<file path="config.mk">
export PLATFORM = sky130hd
export DESIGN_NAME = cache_cpu_front_flat
export DESIGN_NICKNAME = d
export VERILOG_FILES = /design/src/rtl/cache_cpu_front_if.sv /design/src/rtl/cache_cpu_front.sv /design/src/flat_wrapper.sv
export SDC_FILE = /design/constraint.sdc
export NUM_CORES = 1
export LEC_CHECK = 0
export ABC_AREA = 1
export CORE_ASPECT_RATIO = 0.75
export CORE_MARGIN = 1.5
export CORE_UTILIZATION = 45
export CTS_CLUSTER_DIAMETER = 200
export DETAILED_ROUTE_END_ITERATION = 12
export PLACE_DENSITY = 0.76
export SYNTH_ARGS = -nofsm -noshare
export SYNTH_HDL_FRONTEND = slang
export SYNTH_SLANG_ARGS = --single-unit
</file>
<file path="constraint.sdc">
create_clock -name clk -period 2.8 [get_ports clk]
set_input_delay 0.28 -clock clk [delete_from_list [all_inputs] [get_ports clk]]
set_output_delay 0.28 -clock clk [all_outputs]
set_load 0.01 [all_outputs]
</file>
<file path="src/rtl/cache_cpu_front_if.sv">
// cache_cpu_front_if
//   Groups the CPU request port, the cache_fsm handshake and the directory
//   lookup results of cache_cpu_front into one bundle.
//   slave  : view used by cache_cpu_front (consumes requests and updates,
//            produces sampled request and lookup results)
//   master : view used by the CPU / cache_fsm side
//   Signals:
//     cs, wr_rd, addr           CPU request (valid while cs high)
//     rdy, valid_set, dirty_set cache_fsm completion and directory updates
//     cs_sampled_dly            one-cycle pulse, request captured
//     wr_rd_cpu_q, addr_q       registered request
//     hit, line_dirty           lookup of addr_q in the directory
//     victim_tag                stored tag at the indexed line
//     busy                      request outstanding
interface cache_cpu_front_if #(
   parameter int unsigned ADDR_W = 16,
   parameter int unsigned IDX_W  = 3,
   parameter int unsigned OFF_W  = 5
);
   localparam int unsigned TAG_W = ADDR_W - IDX_W - OFF_W;

   logic              cs;
   logic              wr_rd;
   logic [ADDR_W-1:0] addr;
   logic              rdy;
   logic              valid_set;
   logic              dirty_set;
   logic              cs_sampled_dly;
   logic              wr_rd_cpu_q;
   logic [ADDR_W-1:0] addr_q;
   logic              hit;
   logic              line_dirty;
   logic [TAG_W-1:0]  victim_tag;
   logic              busy;

   modport slave (
      input  cs, wr_rd, addr, rdy, valid_set, dirty_set,
      output cs_sampled_dly, wr_rd_cpu_q, addr_q, hit, line_dirty, victim_tag, busy
   );

   modport master (
      output cs, wr_rd, addr, rdy, valid_set, dirty_set,
      input  cs_sampled_dly, wr_rd_cpu_q, addr_q, hit, line_dirty, victim_tag, busy
   );
endinterface

</file>
<file path="src/rtl/cache_cpu_front.sv">
// cache_cpu_front
//   CPU-side front end of the cache controller. Captures one CPU request at a
//   time, announces it to cache_fsm with a one-cycle cs_sampled_dly pulse,
//   looks the registered address up in a tag/valid/dirty directory and keeps
//   the request outstanding until cache_fsm returns rdy. Directory updates
//   (line fill, write) requested by cache_fsm are applied at the index of the
//   current request.
//   Ports:
//     clk  clock, all state on rising edge
//     rst  asynchronous reset, active-high
//     bus  cache_cpu_front_if.slave (request, handshake, lookup results)
module cache_cpu_front #(
   parameter int unsigned ADDR_W = 16,
   parameter int unsigned IDX_W  = 3,
   parameter int unsigned OFF_W  = 5
) (
   input logic                 clk,
   input logic                 rst,
   cache_cpu_front_if.slave    bus
);
   localparam int unsigned TAG_W = ADDR_W - IDX_W - OFF_W;
   localparam int unsigned LINES = 1 << IDX_W;

   typedef enum logic [1:0] {
      IDLE,
      SAMPLED,
      WAIT_RDY
   } state_t;

   state_t            state;
   state_t            state_nxt;
   logic              capture;

   logic [ADDR_W-1:0] addr_q;
   logic              wr_rd_q;
   logic [IDX_W-1:0]  idx_q;
   logic [TAG_W-1:0]  tag_q;

   logic [TAG_W-1:0]  tag_mem [LINES];
   logic [LINES-1:0]  v_bits;
   logic [LINES-1:0]  d_bits;

   assign idx_q = addr_q[OFF_W+IDX_W-1:OFF_W];
   assign tag_q = addr_q[ADDR_W-1:OFF_W+IDX_W];

   // Next state; capture marks an edge at which a new request is taken,
   // either from IDLE or back-to-back with rdy in WAIT_RDY.
   always_comb begin
      state_nxt = state;
      capture   = 1'b0;
      unique case (state)
         IDLE: begin
            if (bus.cs) begin
               capture   = 1'b1;
               state_nxt = SAMPLED;
            end
         end
         SAMPLED: begin
            state_nxt = WAIT_RDY;
         end
         WAIT_RDY: begin
            if (bus.rdy) begin
               if (bus.cs) begin
                  capture   = 1'b1;
                  state_nxt = SAMPLED;
               end else begin
                  state_nxt = IDLE;
               end
            end
         end
         default: state_nxt = IDLE;
      endcase
   end

   always_ff @(posedge clk or posedge rst) begin
      if (rst) begin
         state <= IDLE;
      end else begin
         state <= state_nxt;
      end
   end

   always_ff @(posedge clk or posedge rst) begin
      if (rst) begin
         addr_q  <= '0;
         wr_rd_q <= 1'b0;
      end else if (capture) begin
         addr_q  <= bus.addr;
         wr_rd_q <= bus.wr_rd;
      end
   end

   // Updates target the request being serviced (old idx_q), even on the
   // edge where a back-to-back request replaces addr_q.
   always_ff @(posedge clk or posedge rst) begin
      if (rst) begin
         v_bits <= '0;
         d_bits <= '0;
         for (int unsigned i = 0; i < LINES; i++) begin
            tag_mem[i[IDX_W-1:0]] <= '0;
         end
      end else if (state != IDLE) begin
         if (bus.valid_set) begin
            tag_mem[idx_q] <= tag_q;
            v_bits[idx_q]  <= 1'b1;
            d_bits[idx_q]  <= bus.dirty_set;
         end else if (bus.dirty_set) begin
            d_bits[idx_q]  <= 1'b1;
         end
      end
   end

   assign bus.cs_sampled_dly = (state == SAMPLED);
   assign bus.wr_rd_cpu_q    = wr_rd_q;
   assign bus.addr_q         = addr_q;
   assign bus.hit            = v_bits[idx_q] && (tag_mem[idx_q] == tag_q);
   assign bus.line_dirty     = d_bits[idx_q];
   assign bus.victim_tag     = tag_mem[idx_q];
   assign bus.busy           = (state != IDLE) && !((state == WAIT_RDY) && bus.rdy);
endmodule

</file>
<file path="src/flat_wrapper.sv">
// flat-port wrapper written by rule: the top's interface ports become plain ports
module cache_cpu_front_flat 
#(
   parameter int unsigned ADDR_W = 16,
   parameter int unsigned IDX_W  = 3,
   parameter int unsigned OFF_W  = 5
)
  (clk, rst, bus_cs, bus_wr_rd, bus_addr, bus_rdy, bus_valid_set, bus_dirty_set, bus_cs_sampled_dly, bus_wr_rd_cpu_q, bus_addr_q, bus_hit, bus_line_dirty, bus_victim_tag, bus_busy);
  cache_cpu_front_if #(.ADDR_W(ADDR_W), .IDX_W(IDX_W), .OFF_W(OFF_W)) bus_i ();
  input logic clk;
  input logic rst;
  input wire logic [$bits(bus_i.cs)-1:0] bus_cs;
  input wire logic [$bits(bus_i.wr_rd)-1:0] bus_wr_rd;
  input wire logic [$bits(bus_i.addr)-1:0] bus_addr;
  input wire logic [$bits(bus_i.rdy)-1:0] bus_rdy;
  input wire logic [$bits(bus_i.valid_set)-1:0] bus_valid_set;
  input wire logic [$bits(bus_i.dirty_set)-1:0] bus_dirty_set;
  output wire logic [$bits(bus_i.cs_sampled_dly)-1:0] bus_cs_sampled_dly;
  output wire logic [$bits(bus_i.wr_rd_cpu_q)-1:0] bus_wr_rd_cpu_q;
  output wire logic [$bits(bus_i.addr_q)-1:0] bus_addr_q;
  output wire logic [$bits(bus_i.hit)-1:0] bus_hit;
  output wire logic [$bits(bus_i.line_dirty)-1:0] bus_line_dirty;
  output wire logic [$bits(bus_i.victim_tag)-1:0] bus_victim_tag;
  output wire logic [$bits(bus_i.busy)-1:0] bus_busy;
  assign bus_i.cs = bus_cs;
  assign bus_i.wr_rd = bus_wr_rd;
  assign bus_i.addr = bus_addr;
  assign bus_i.rdy = bus_rdy;
  assign bus_i.valid_set = bus_valid_set;
  assign bus_i.dirty_set = bus_dirty_set;
  assign bus_cs_sampled_dly = bus_i.cs_sampled_dly;
  assign bus_wr_rd_cpu_q = bus_i.wr_rd_cpu_q;
  assign bus_addr_q = bus_i.addr_q;
  assign bus_hit = bus_i.hit;
  assign bus_line_dirty = bus_i.line_dirty;
  assign bus_victim_tag = bus_i.victim_tag;
  assign bus_busy = bus_i.busy;
  cache_cpu_front #(.ADDR_W(ADDR_W), .IDX_W(IDX_W), .OFF_W(OFF_W)) u_core (.clk(clk), .rst(rst), .bus(bus_i));
endmodule
</file>
# == Word-level counts from Yosys, hierarchy flattened ==
# Index checks and enable logic that the tools add are counted.
# totals
elab_cells,59
ff_bits,99
output_inout_bits,29
inputBits,23
# op_classes
n_eq_ne,5
n_bitwise,3
reduce_logical,12
order_cmp,4
mux,22
# op_table
op,n
64-bit bitwise mux,1
8-bit 2-to-1 mux,5
8-bit binary-select mux with 3-bit select,1
8-bit demux with 3-bit select,1
8-bit bitwise OR,2
8-bit bitwise mux,1
8-bit == test,1
1-bit binary-select mux with 3-bit select,2
1-bit 2-to-1 mux,6
2-bit case mux with 3 select lines,1
2-bit AND reduction,3
1-bit logical AND,5
"4-bit greater-or-equal comparator, second input constant",1
"3-bit by 4-bit less-than comparator with 1-bit output, second input constant",1
"4-bit by 1-bit less-than comparator with 1-bit output, second input constant",1
2-bit 2-to-1 mux,2
"2-bit inequality test, second input constant",2
3-bit NOT with 4-bit output,1
2-bit nonzero test,2
1-bit demux with 3-bit select,1
"3-bit by 1-bit greater-or-equal comparator with 1-bit output, second input constant",1
"2-bit by 1-bit == test with 1-bit output, second input constant",1
"2-bit == test, second input constant",1
2-bit zero test,1
other kinds (2),2

# == Logic depth before layout (Yosys ltp) ==
# Gate-level depths: netlist of run 1.
# depth
word_depth,7
ltp_mapped,12
depth_no_buf,11

# == Least setup slack after synthesis of run 1 ==
# OpenSTA, ideal clock, no wires.
# synth_path
kind,reg-to-output
start,register u_core.addr_q[7] (netlist: u_core.bus.addr_q[7])
end,output bus_hit
t_arrival_ns,1.557
path_stages_with_launch,13
path_buffers,1
path_slack_ns,0.963
required_time_ns,2.520
path_cell_list,dfrtp_1 > buf_4 > inv_2 > nand2_1 > nor2_2 > nand2_1 > nand2_1 > nor2_1 > nand2_1 > nand2_1 > nand2_1 > nand3_1 > nor2_1
# synth_between
elab_chain_cells,6
word_cells_on_any_way,8
cone_classes,1 x eq/ne; 5 x mux; 1 x bitwise; 1 x reduce/logical
# synth_rtl
element,line_no,source
"start, declared",cache_cpu_front.sv:34,logic [ADDR_W-1:0] addr_q;
"start signal, assigned",cache_cpu_front.sv:88,addr_q <= bus.addr;
3-bit NOT with 4-bit output,-,
8-bit binary-select mux with 3-bit select,-,
8-bit 2-to-1 mux (2 in a row),-,
via bus_victim_tag[6],flat_wrapper.sv:23,output wire logic [$bits(bus_i.victim_tag)-1:0] bus_victim_tag;
8-bit == test,cache_cpu_front.sv:116,assign bus.hit = v_bits[idx_q] && (tag_mem[idx_q] == tag_q);
1-bit logical AND,cache_cpu_front.sv:116,
"end, declared",flat_wrapper.sv:21,output wire logic [$bits(bus_i.hit)-1:0] bus_hit;
# The timed path passes the listed nets, and every way through them passes these cells. The select of a mux whose other input is x is not followed.

# == Worst setup path in the final report of run 1 ==
# layout_path
start,register u_core.addr_q[5] (netlist: u_core.bus.addr_q[5])
end,output bus_line_dirty
# layout_between
elab_chain_cells,2
# layout_rtl
element,line_no,source
1-bit binary-select mux with 3-bit select,cache_cpu_front.sv:117,assign bus.line_dirty = d_bits[idx_q];
1-bit 2-to-1 mux (not written as such),cache_cpu_front.sv:117,
"end, declared",flat_wrapper.sv:22,output wire logic [$bits(bus_i.line_dirty)-1:0] bus_line_dirty;
# Every way passes these cells. The select of a mux whose other input is x is not followed.

==> results of run 1 <==
==> worst min path at each step <==
stage | from | to | slack (ns)
2_1_floorplan | bus_addr[0] | u_core.bus.addr_q[0] | 0.39
3_3_place_gp | u_core.v_bits[0] | u_core.v_bits[0] | 0.43
3_5_place_dp | u_core.v_bits[0] | u_core.v_bits[0] | 0.44
4_1_cts | rst | u_core.tag_mem[39] | 0.43
5_1_grt | u_core.v_bits[6] | u_core.v_bits[6] | 0.47
6_report | rst | u_core.state[0] | 0.42
==> cells by family after synthesis <==
group                  Yosys count  share of synthesized area, %
flip-flops                      99                          53.4
buffers and inverters          108                          9.09
AO/OA/AOI/OAI                   96                          10.8
AND/OR/NAND/NOR                310                          26.7
==> stage by stage <==
step | instances | hold WS [ns] | setup slack [ns] | util [%] | instance area (sq um)
global placement | 784 | 0.432 | 0.132 | 54.1 | 5330
global route | 804 | 0.474 | 0.0674 | 57.7 | 5680
floorplan | 613 | 0.390 | 0.963 | - | 4640
CTS | 804 | 0.432 | 0.213 | 57.7 | 5680
detailed placement | 784 | 0.442 | 0.0772 | 54.1 | 5330
finish | 804 | 0.417 | 0.200 | 57.7 | 5680
==> area by class of cell <==
class	instances	area [sq um]	area share (%)
Clock inverter	6	80.1	1.41
Sequential cell	99	2480	43.6
Tap cell	132	165	2.91
Multi-Input combinational cell	406	1740	30.7
Inverter	84	322	5.66
Timing Repair Buffer	67	666	11.7
Clock buffer	10	229	4.03
==> flip-flops by register name (all words and copies together), names as in the netlist <==
| signal | cells |
|---|---|
| u_core.d_bits | 8 |
| u_core.bus.addr_q | 16 |
| u_core.tag_mem | 64 |
| u_core.state | 2 |
| u_core.v_bits | 8 |
| u_core.bus.wr_rd_cpu_q | 1 |
==> timing repair <==
action | 4_1_cts | 5_1_grt
buffers inserted | 4 | 0
setup endpoints to repair | 1 | 0
gates resized for setup | 7 | 0
==> worst register-to-register path, delay by kind of cell, from the launching register on <==
kind	cells	cell delay (ns)
and+or+nand+nor	2	0.78
buffers and inverters	4	0.50
DFF	1	0.43
AOI/OAI and AO/OA	1	0.34
==> power by group through the flow <==
stage	clock network (mW)	registers, mW	logic, mW
after CTS	1.31	2.33	2.12
after global placement	0	2.33	2.00
final	1.30	2.34	2.12
after floorplan	0	2.28	1.31
after global routing	1.38	2.39	2.40
after detailed placement	0	2.35	2.05
==> metal layers <==
metal | wire length (um) | part of all wire (%)
met5 | 0 | 0
met4 | 261 | 2.1
met3 | 1030 | 8.5
met2 | 5240 | 43
met1 | 5610 | 46
==> layout by cell type (no fill, tap or decap) <==
cell,synthesis,final
nand2_1,249,249
dfrtp_1,99,98
o21ai_0,84,84
inv_1,77,76
clkdlybuf4s50_1,0,50
nand3_1,33,33
nor2_1,14,14
buf_4,1,12
clkbuf_16,0,9
o22ai_1,7,7
inv_2,7,6
nor3_1,5,5
nor2_2,5,4
clkinv_2,0,4
nor4_1,2,2
a221oi_1,2,2
bufinv_16,0,2
buf_12,0,2
o21a_1,1,1
nor3_2,1,1
inv_4,0,1
nor2_4,0,1
a21oi_1,1,1
nand4_1,1,1
clkinvlp_4,0,1
a21boi_0,1,1
clkbuf_1,12,1
dlygate4sd2_1,0,1
buf_6,0,1
buf_8,0,1
dfrtp_2,0,1
==> summary.md, run 1 <==
| Metric | Value |
|---|---|
| Top post-synthesis cells by count | `nand2_1 (249), dfrtp_1 (99), o21ai_0 (84)` |
| Boundary pin count | `52` |
| Power Total | `5.76 mW` |
| Post-CTS Hold Buffers | `0` |
| EDFF count, synth | `0` |
| Crit path launch | `u_core.bus.addr_q[5]` |
| Seq/Total Area, Yosys | `53.4%` |
| Clock share of power | `22.5%` |
| Post-route DRC violation count | `0` |
| Ys async rst share | `100%` |
| Status | `finished, final reports clean` |
| Dominant cell type by area after synthesis | `dfrtp_1` |
| Post-DP HPWL | `8.26 mm` |
| Switching Fraction | `36.7%` |
| Register bit total from synthesis | `99` |
| CTS H-tree depth | `3` |
| Final hold viol count | `0` |
| Kind of critical path | `register to output pin` |
| Psw | `2.11 mW` |
| Post-synth cell types | `21` |
| Comb power frac | `36.9%` |
| CTS Root Cell | `clkbuf_16` |
| Starting density of the core | `47.1%` |
| Die height | `90.9 um` |
| Most numerous cell in the Yosys netlist | `nand2_1` |
| CP arrival | `2.32 ns` |
| Grt peak-use layer | `met2` |
| Worst Tran Pin Value | `0.782 ns` |
| Setup Skew | `0.00448 ns` |
| Power per cell area | `1010 nW/um^2` |
| Peak supply drop | `0.469 mV` |
| Syn Std Cell Area | `4640 sq um` |
| CTS Buffer Depth | `2` |
| Yosys warns | `0` |
| Synthesized area per cell | `7.57 sq um` |
| Peak Freq | `0.385 GHz` |
| Final Max Slew Viols | `0` |
| Critical Path Most Common Cell | `buf_4` |
| Critical Path End | `bus_line_dirty` |
| Largest net degree at the start of global routing | `45` |
| Chip Width | `120 um` |
| Worst path max stage delay | `0.51 ns` |
| Crit path time final | `2.60 ns` |
| Crit path depth | `7` |
| Final worst-path cycle share | `92.9%` |
| Slowest stage cell on the critical path | `clkdlybuf4s50_1` |
| Total grt overflow | `0` |
| Startpoint types | `register` |
| IO Port Bufs | `51` |
| Number of max-cap violations | `0` |
| Worst skew pair latency | `0.35 ns` |
| First-pass GRT wire length | `20.0 mm` |
| Final setup vio count | `0` |
| Crit-path max FO | `9` |
| Sequential power share | `40.6%` |
| Core area | `9850 sq um` |
| Met2 GRT Util | `35.4%` |
| Buf/Inv on CP | `4` |
| M3 GR Usage | `6.31%` |
| Worst Hold Class | `primary input to async pin` |
| TNS Setup | `0 ns` |
| # diodes | `0` |
| Synth top area share | `53.4%` |
| Antenna Nets Post-Route | `0` |
| Share of layout cells above drive strength 1 | `6.85%` |
| Relative slew slack | `47.7%` |
| R2R cell count | `7` |
| Via Count | `4,173` |
| Reg2reg setup slack | `0.65 ns` |
| Fillers | `913` |
| Synth Instances | `613` |
| Initial antenna violation count | `0` |
| CP Cell Sequence | `inv_4, buf_4, buf_4, nor3_1, a221oi_1, nand4_1, clkdlybuf4s50_1` |
| Die area | `10,900 sq um` |
| Rows | `31` |
| Nets | `690` |
| Wirelength, routed | `12.1 mm` |
| CP top delay family | `buffers and inverters` |
| Ranking of synthesized cells by area | `dfrtp_1 (53%), nand2_1 (20%), o21ai_0 (9.1%)` |
| Main synth FF type | `dfrtp_1` |
| Vias in the first global route | `3,977` |
| Setup crit end kind | `output pin` |
| CTS tree | `done` |
| Syn nets | `636` |
| Internal Power | `3.65 mW` |
| Drt pass-1 iters | `5` |
| R2r endpoint | `u_core.d_bits[5]` |
| R2R Path Start | `u_core.bus.addr_q[5]` |
| DR WL/cell | `15.1 um` |
| Synthesis-to-layout area growth | `22.6%` |
| 1st-iter DRT viols | `349` |
| GP Congestion | `0.950` |
| CTS Sinks | `99` |
| CP required | `2.52 ns` |
| All-Layer GR Usage | `23.7%` |
| Drt via density | `5.19` |
| RSZ-0062 raised after global routing | `false` |
| Num CTS Buffers | `9` |
| GR Layer Usage met1 | `33.9%` |
| Clk slew on worst S/H paths | `0.06 ns` |
| Leakage power figure | `2.88 nW` |
Note: power is estimated with default switching activity, not from simulation.
==> run 2: changes to the inputs <==
--- a/config.mk
+++ b/config.mk
@@ -11,7 +11,8 @@
 export CORE_UTILIZATION = 45
 export CTS_CLUSTER_DIAMETER = 200
 export DETAILED_ROUTE_END_ITERATION = 12
-export PLACE_DENSITY = 0.76
+export DONT_BUFFER_PORTS = 1
+export PLACE_DENSITY = 0.69
 export SYNTH_ARGS = -nofsm -noshare
 export SYNTH_HDL_FRONTEND = slang
 export SYNTH_SLANG_ARGS = --single-unit
==> run 2 against run 1 <==
Design area down 9.4%. Via count down 6.5%. Critical path depth up 2. Global-route usage down 1.8 points. Register-to-register slack better by 0.11 ns. Core utilization down 5.4 points. First-iteration DRC count down 5.4%. Sequential power up 2%. Total power down 6.5%. Non-clock buffer count down 51. Flip-flop and latch count unchanged. Critical path type unchanged. Largest cell class unchanged. Highest routed layer unchanged.
==> summary.md, run 2 (synthesis gave the netlist of run 1 again) <==
| Metric | Value |
|---|---|
| Final setup vio count | `0` |
| Worst Hold Class | `primary input to register` |
| Worst Hold Path EP | `u_core.bus.wr_rd_cpu_q` |
| CTS Sinks | `99` |
| Relative slew slack | `51.8%` |
| 1st-iter DRT viols | `330` |
| CP arrival | `2.34 ns` |
| CTS Buffer Depth | `2` |
| R2R Path Start | `u_core.bus.addr_q[5]` |
| Core area | `9850 sq um` |
| Drt pass-1 iters | `5` |
| Post-DP HPWL | `7.80 mm` |
| Setup Skew | `0.00653 ns` |
| DR WL/cell | `14.9 um` |
| Reg2reg setup slack | `0.76 ns` |
| CP required | `2.52 ns` |
| Leakage power figure | `2.67 nW` |
| Largest registers | `u_core.tag_mem: 64 flops, u_core.bus.addr_q: 16 flops` |
| All-Layer GR Usage | `22.0%` |
| First-pass GRT wire length | `18.6 mm` |
| R2R cell count | `5` |
| Post-CTS Setup Inserts | `0` |
| Status | `finished, final reports clean` |
| Initial antenna violation count | `0` |
| Vias in the first global route | `3,699` |
| Startpoint types | `register` |
| Worst path max stage delay | `0.55 ns` |
| Worst Tran Pin Value | `0.722 ns` |
| Worst skew pair latency | `0.35 ns` |
| Critical Path Most Common Cell | `nor2_1` |
| Num CTS Buffers | `9` |
| Post-route DRC violation count | `0` |
| Top library cells by usage in the layout, fill and taps aside | `nand2_1 (249), dfrtp_1 (97), o21ai_0 (84)` |
| Setup crit end kind | `output pin` |
| Power per cell area | `1040 nW/um^2` |
| Kind of critical path | `register to output pin` |
| Synthesis-to-layout area growth | `11.0%` |
| Rows | `31` |
| Top reg by flops | `u_core.tag_mem` |
| Wirelength, routed | `11.2 mm` |
| Die area | `10,900 sq um` |
| Commonest non-fill, non-tap cell in the layout | `nand2_1` |
| RSZ-0062 raised after global routing | `false` |
| TNS Setup | `0 ns` |
| Dpl cells | `736` |
| Finished Layout Cells | `753` |
| Crit-path max FO | `16` |
| Die height | `90.9 um` |
| Place WS | `0.400 ns` |
| IO Port Bufs | `0` |
| Hold path depth | `2` |
| Final Max Slew Viols | `0` |
| Nets | `639` |
| Total grt overflow | `0` |
| Fin util | `52.3%` |
| Hold Crit Start | `bus_wr_rd` |
| Share of layout cells above drive strength 1 | `7.57%` |
| CTS tree | `done` |
| Peak supply drop | `0.529 mV` |
| Number of max-cap violations | `0` |
| Final hold viol count | `0` |
| Final worst-path cycle share | `93.6%` |
| Antenna Nets Post-Route | `0` |
| Slowest stage cell on the critical path | `dfrtp_2` |
| Starting density of the core | `47.1%` |
| Chip Width | `120 um` |
| Via Count | `3,900` |
| CP Cell Sequence | `nor2_2, nand3_1, nand2_1, inv_1, nand2_1, nor2_1, nor2_1, nand3_1, nor2_1` |
| Peak Freq | `0.382 GHz` |
| Clk slew on worst S/H paths | `0.07 ns` |
| CTS Root Cell | `clkbuf_16` |
| Final worst slack | `0.179 ns` |
| Boundary pin count | `52` |
| Max FFs per register | `64` |
| Largest net degree at the start of global routing | `100` |
| R2r endpoint | `u_core.d_bits[0]` |
| GP Congestion | `0.961` |
| # diodes | `0` |
| CTS H-tree depth | `3` |
| Drt via density | `5.18` |
| Crit path time final | `2.62 ns` |
==> run 2: changes by cell type in the layout (fill, tap and decap cells not counted), sizes merged <==
cell           delta
clkdlybuf4s50    -50
clkinv            -2
inv               +2
buf               -1
bufinv            -1
clkinvlp          +1
dlygate4sd2       -1
dlygate4sd3       +1
==> run 2: area by class of cell <==
| cell class | count | area, sq um |
|---|---|---|
| clock buffers | 10 | 239 |
| clock inverters | 6 | 72.6 |
| inverters | 84 | 319 |
| well taps | 132 | 165 |
| multi-input cells | 406 | 1740 |
| repair buffers | 16 | 135 |
| fillers | 978 | 4700 |
| flip-flops and latches | 99 | 2480 |
==> run 2: layer usage <==
metal / vias to the layer above / share of wire, % / wire (um) / track usage, %
met3: 19 / 7.8 / 871 / 6.38
li1: 1903 / - / - / -
met2: 144 / 43 / 4830 / 32.0
met5: - / 0 / 0 / 0
met4: 0 / 2.1 / 231 / 7.16
met1: 1834 / 47 / 5290 / 31.4
==> run 2: per-stage QoR <==
stage | power, mW | hold slack, ns | instance area (sq um)
2_1_floorplan | 3.59 | 0.390 | 4640
3_3_place_gp | 4.07 | 0.340 | 4830
3_5_place_dp | 4.13 | 0.349 | 4830
4_1_cts | 5.42 | 0.0317 | 5150
5_1_grt | 5.83 | 0.0322 | 5150
6_report | 5.38 | 0.0391 | 5150
==> run 2: worst max-delay path, delay by kind of cell, from the launching register on <==
family	cells	cell delay, ns
buffers and inverters	1	0.03
flip-flops	1	0.55
AND/OR/NAND/NOR	8	1.40
==> run 2: how the worst max path moves through the flow <==
stage                               from      end  slack (ns)  cells after the start
finish              u_core.bus.addr_q[6]  bus_hit        0.18                      9
global placement    u_core.bus.addr_q[6]  bus_hit        0.42                     10
global route        u_core.bus.addr_q[6]  bus_hit        0.08                      9
CTS                 u_core.bus.addr_q[6]  bus_hit       0.002                     10
floorplan           u_core.bus.addr_q[7]  bus_hit        0.96                     12
detailed placement  u_core.bus.addr_q[6]  bus_hit        0.40                     10
==> run 2: power by group <==
part	internal (mW)	total [mW]	switching [mW]
clock network	0.726	1.27	0.540
registers	2.00	2.39	0.396
logic	0.613	1.72	1.11
total	3.33	5.38	2.05
==> run 2: repair_timing <==
action / CTS / global route
endpoints found under the hold margin: 99 / 0
hold buffers: 1 / 0
endpoints found under the setup margin: 0 / 1
resized for setup: 0 / 2
==> run 3: changes to the inputs <==
--- a/config.mk
+++ b/config.mk
@@ -7,7 +7,6 @@
 export LEC_CHECK = 0
 export ABC_AREA = 1
 export CORE_ASPECT_RATIO = 0.75
-export CORE_MARGIN = 1.5
 export CORE_UTILIZATION = 45
 export CTS_CLUSTER_DIAMETER = 200
 export DETAILED_ROUTE_END_ITERATION = 12
==> constraint.sdc (replaced) <==
create_clock -name clk -period 2.3 [get_ports clk]
set_input_delay 0.23 -clock clk [delete_from_list [all_inputs] [get_ports clk]]
set_output_delay 0.23 -clock clk [all_outputs]
set_load 0.01 [all_outputs]
==> run 3 against run 2 <==
Die area fell by 1.9%. Global-route usage rose by 0.91 points. Worst setup slack lost 0.10 ns. Highest routed layer unchanged.
==> summary.md, run 3 (synthesis gave the netlist of run 1 again) <==
| Metric | Value |
|---|---|
| Drt pass-1 iters | `5` |
| Fillers | `910` |
| Grt peak-use layer | `met2` |
| Reg2reg setup slack | `0.31 ns` |
| Die area | `10,700 sq um` |
| Nets | `668` |
| CP required | `2.07 ns` |
| Final worst-path cycle share | `96.6%` |
| Crit path time final | `2.22 ns` |
| R2R cell count | `8` |
| Worst Hold Class | `primary input to register` |
| Status | `finished, final reports clean` |
| GP Congestion | `0.903` |
| Synthesis-to-layout area growth | `18.0%` |
| Initial antenna violation count | `0` |
| Share of layout cells above drive strength 1 | `11.4%` |
| Setup Skew | `0.00513 ns` |
| Worst Tran Pin Value | `0.670 ns` |
| Top reg by flops | `u_core.tag_mem` |
| Dpl cells | `754` |
| Antenna Nets Post-Route | `0` |
| Leakage power figure | `2.83 nW` |
| # diodes | `0` |
| Power Total | `6.87 mW` |
| Post-DP HPWL | `7.90 mm` |
| Post-route DRC violation count | `0` |
| Num CTS Buffers | `9` |
| Core area | `9850 sq um` |
| Met2 GRT Util | `33.5%` |
| Final hold viol count | `0` |
| Peak Freq | `0.450 GHz` |
| CTS Root Cell | `clkbuf_16` |
| Crit-path max FO | `7` |
| DR WL/cell | `15.4 um` |
| Setup crit end kind | `output pin` |
| Starting density of the core | `47.1%` |
| Largest net degree at the start of global routing | `100` |
| Via Count | `4,058` |
| Rows | `31` |
| Worst skew pair latency | `0.35 ns` |
| IO Port Bufs | `0` |
| Final Max Slew Viols | `0` |
| Die height | `89.9 um` |
| M3 GR Usage | `6.73%` |
| CTS tree | `done` |
| Kind of critical path | `register to output pin` |
| Largest registers | `u_core.tag_mem: 64 flops, u_core.bus.addr_q: 16 flops` |
| Boundary pin count | `52` |
| Chip Width | `119 um` |
| CTS Buffer Depth | `2` |
| Post-DP Area | `4970 sq um` |
| Finished Layout Cells | `781` |
| First-pass GRT wire length | `18.9 mm` |
| 1st-iter DRT viols | `308` |
| CP arrival | `1.99 ns` |
| GR Layer Usage met1 | `32.6%` |
| R2R Path Start | `u_core.bus.addr_q[5]` |
| Number of max-cap violations | `0` |
| Wirelength, routed | `12.0 mm` |
| Peak supply drop | `0.611 mV` |
| CTS H-tree depth | `3` |
| Worst Hold Path EP | `u_core.bus.addr_q[15]` |
| Startpoint types | `register` |
| Multi-input logic area | `1770 sq um` |
| Hold Crit Start | `bus_addr[15]` |
| Register Area | `2480 sq um` |
| Top library cells by usage in the layout, fill and taps aside | `nand2_1 (246), dfrtp_1 (96), o21ai_0 (83)` |
| Hold path depth | `2` |
| Commonest non-fill, non-tap cell in the layout | `nand2_1` |
| CTS Sinks | `99` |
| Final instance area | `5470 sq um` |
| Power per cell area | `1260 nW/um^2` |
| All-Layer GR Usage | `22.9%` |
| Drt via density | `5.20` |
| R2r endpoint | `u_core.tag_mem[17]` |
| Final setup vio count | `0` |
| Total grt overflow | `0` |
| Max FFs per register | `64` |
| Relative slew slack | `55.3%` |
| Vias in the first global route | `3,721` |
| Clk slew on worst S/H paths | `0.07 ns` |
## run 3: cell count changes in the layout (fill, tap and decap cells not counted), sizes merged
cell | before | now
buf | 15 | 36
dlygate4sd3 | 1 | 6
clkbuf | 10 | 13
inv | 85 | 82
clkinv | 2 | 4
bufinv | 1 | 2
clkinvlp | 2 | 1
## run 3: worst max-delay path: stages, from the launching register on
cell and delay, ns:
dfrtp_2 0.48, clkbuf_2 0.19, nor3_2 0.30, nand2_1 0.08
nand2_1 0.07, nor2_1 0.05, nand2_1 0.08, nand2_1 0.07
nand2_1 0.07, nand3_1 0.09, nor2_2 0.16
## run 3: layer usage
| metal | vias to the layer above | wire length [um] |
|---|---|---|
| li1 | 1964 | - |
| met1 | 1906 | 5610 |
| met2 | 163 | 5160 |
| met3 | 25 | 994 |
| met4 | 0 | 239 |
| met5 | - | 0 |
## run 3: layout make-up
type,count,area share (%)
tap,132,3.02
sequential,99,45.3
timing repair buffer,45,7.73
multi-input combinational,406,32.3
inverter,84,5.97
clock buffer,10,4.18
clock inverter,5,1.44
## run 3: power breakdown
group	internal, mW	total (mW)	leakage, nW	switching, mW
sequential	2.43	2.90	1.21	0.471
clock	0.945	1.59	0.152	0.642
combinational	0.925	2.39	1.47	1.46
## run 3: worst max path at each step
stage | to | start | slack [ns] | cells after the start
global route | bus_hit | u_core.bus.addr_q[5] | -0.02 | 11
global placement | bus_hit | u_core.bus.addr_q[7] | 0.27 | 10
CTS | bus_hit | u_core.bus.addr_q[5] | 0.01 | 12
detailed placement | bus_hit | u_core.bus.addr_q[7] | 0.27 | 10
finish | bus_hit | u_core.bus.addr_q[6] | 0.08 | 10
floorplan | bus_hit | u_core.bus.addr_q[7] | 0.51 | 12
## run 3: metrics by stage
stage               worst slack [ns]  util (%)  hold slack [ns]  setup TNS, ns
global route                 -0.0195      55.5          0.00913        -0.0195
floorplan                      0.513         -            0.340              0
finish                        0.0771      55.5          0.00566              0
detailed placement             0.272      50.5            0.297              0
global placement               0.265      50.5            0.292              0
CTS                           0.0121      54.3          0.00259              0
## run 3: what timing repair did
action	CTS	global route
endpoints found under the hold margin	104	0
setup buffers	0	4
setup endpoints to repair	1	1
pin swaps	0	4
hold buffers	6	0
gates resized for setup	3	15
cloned	0	2
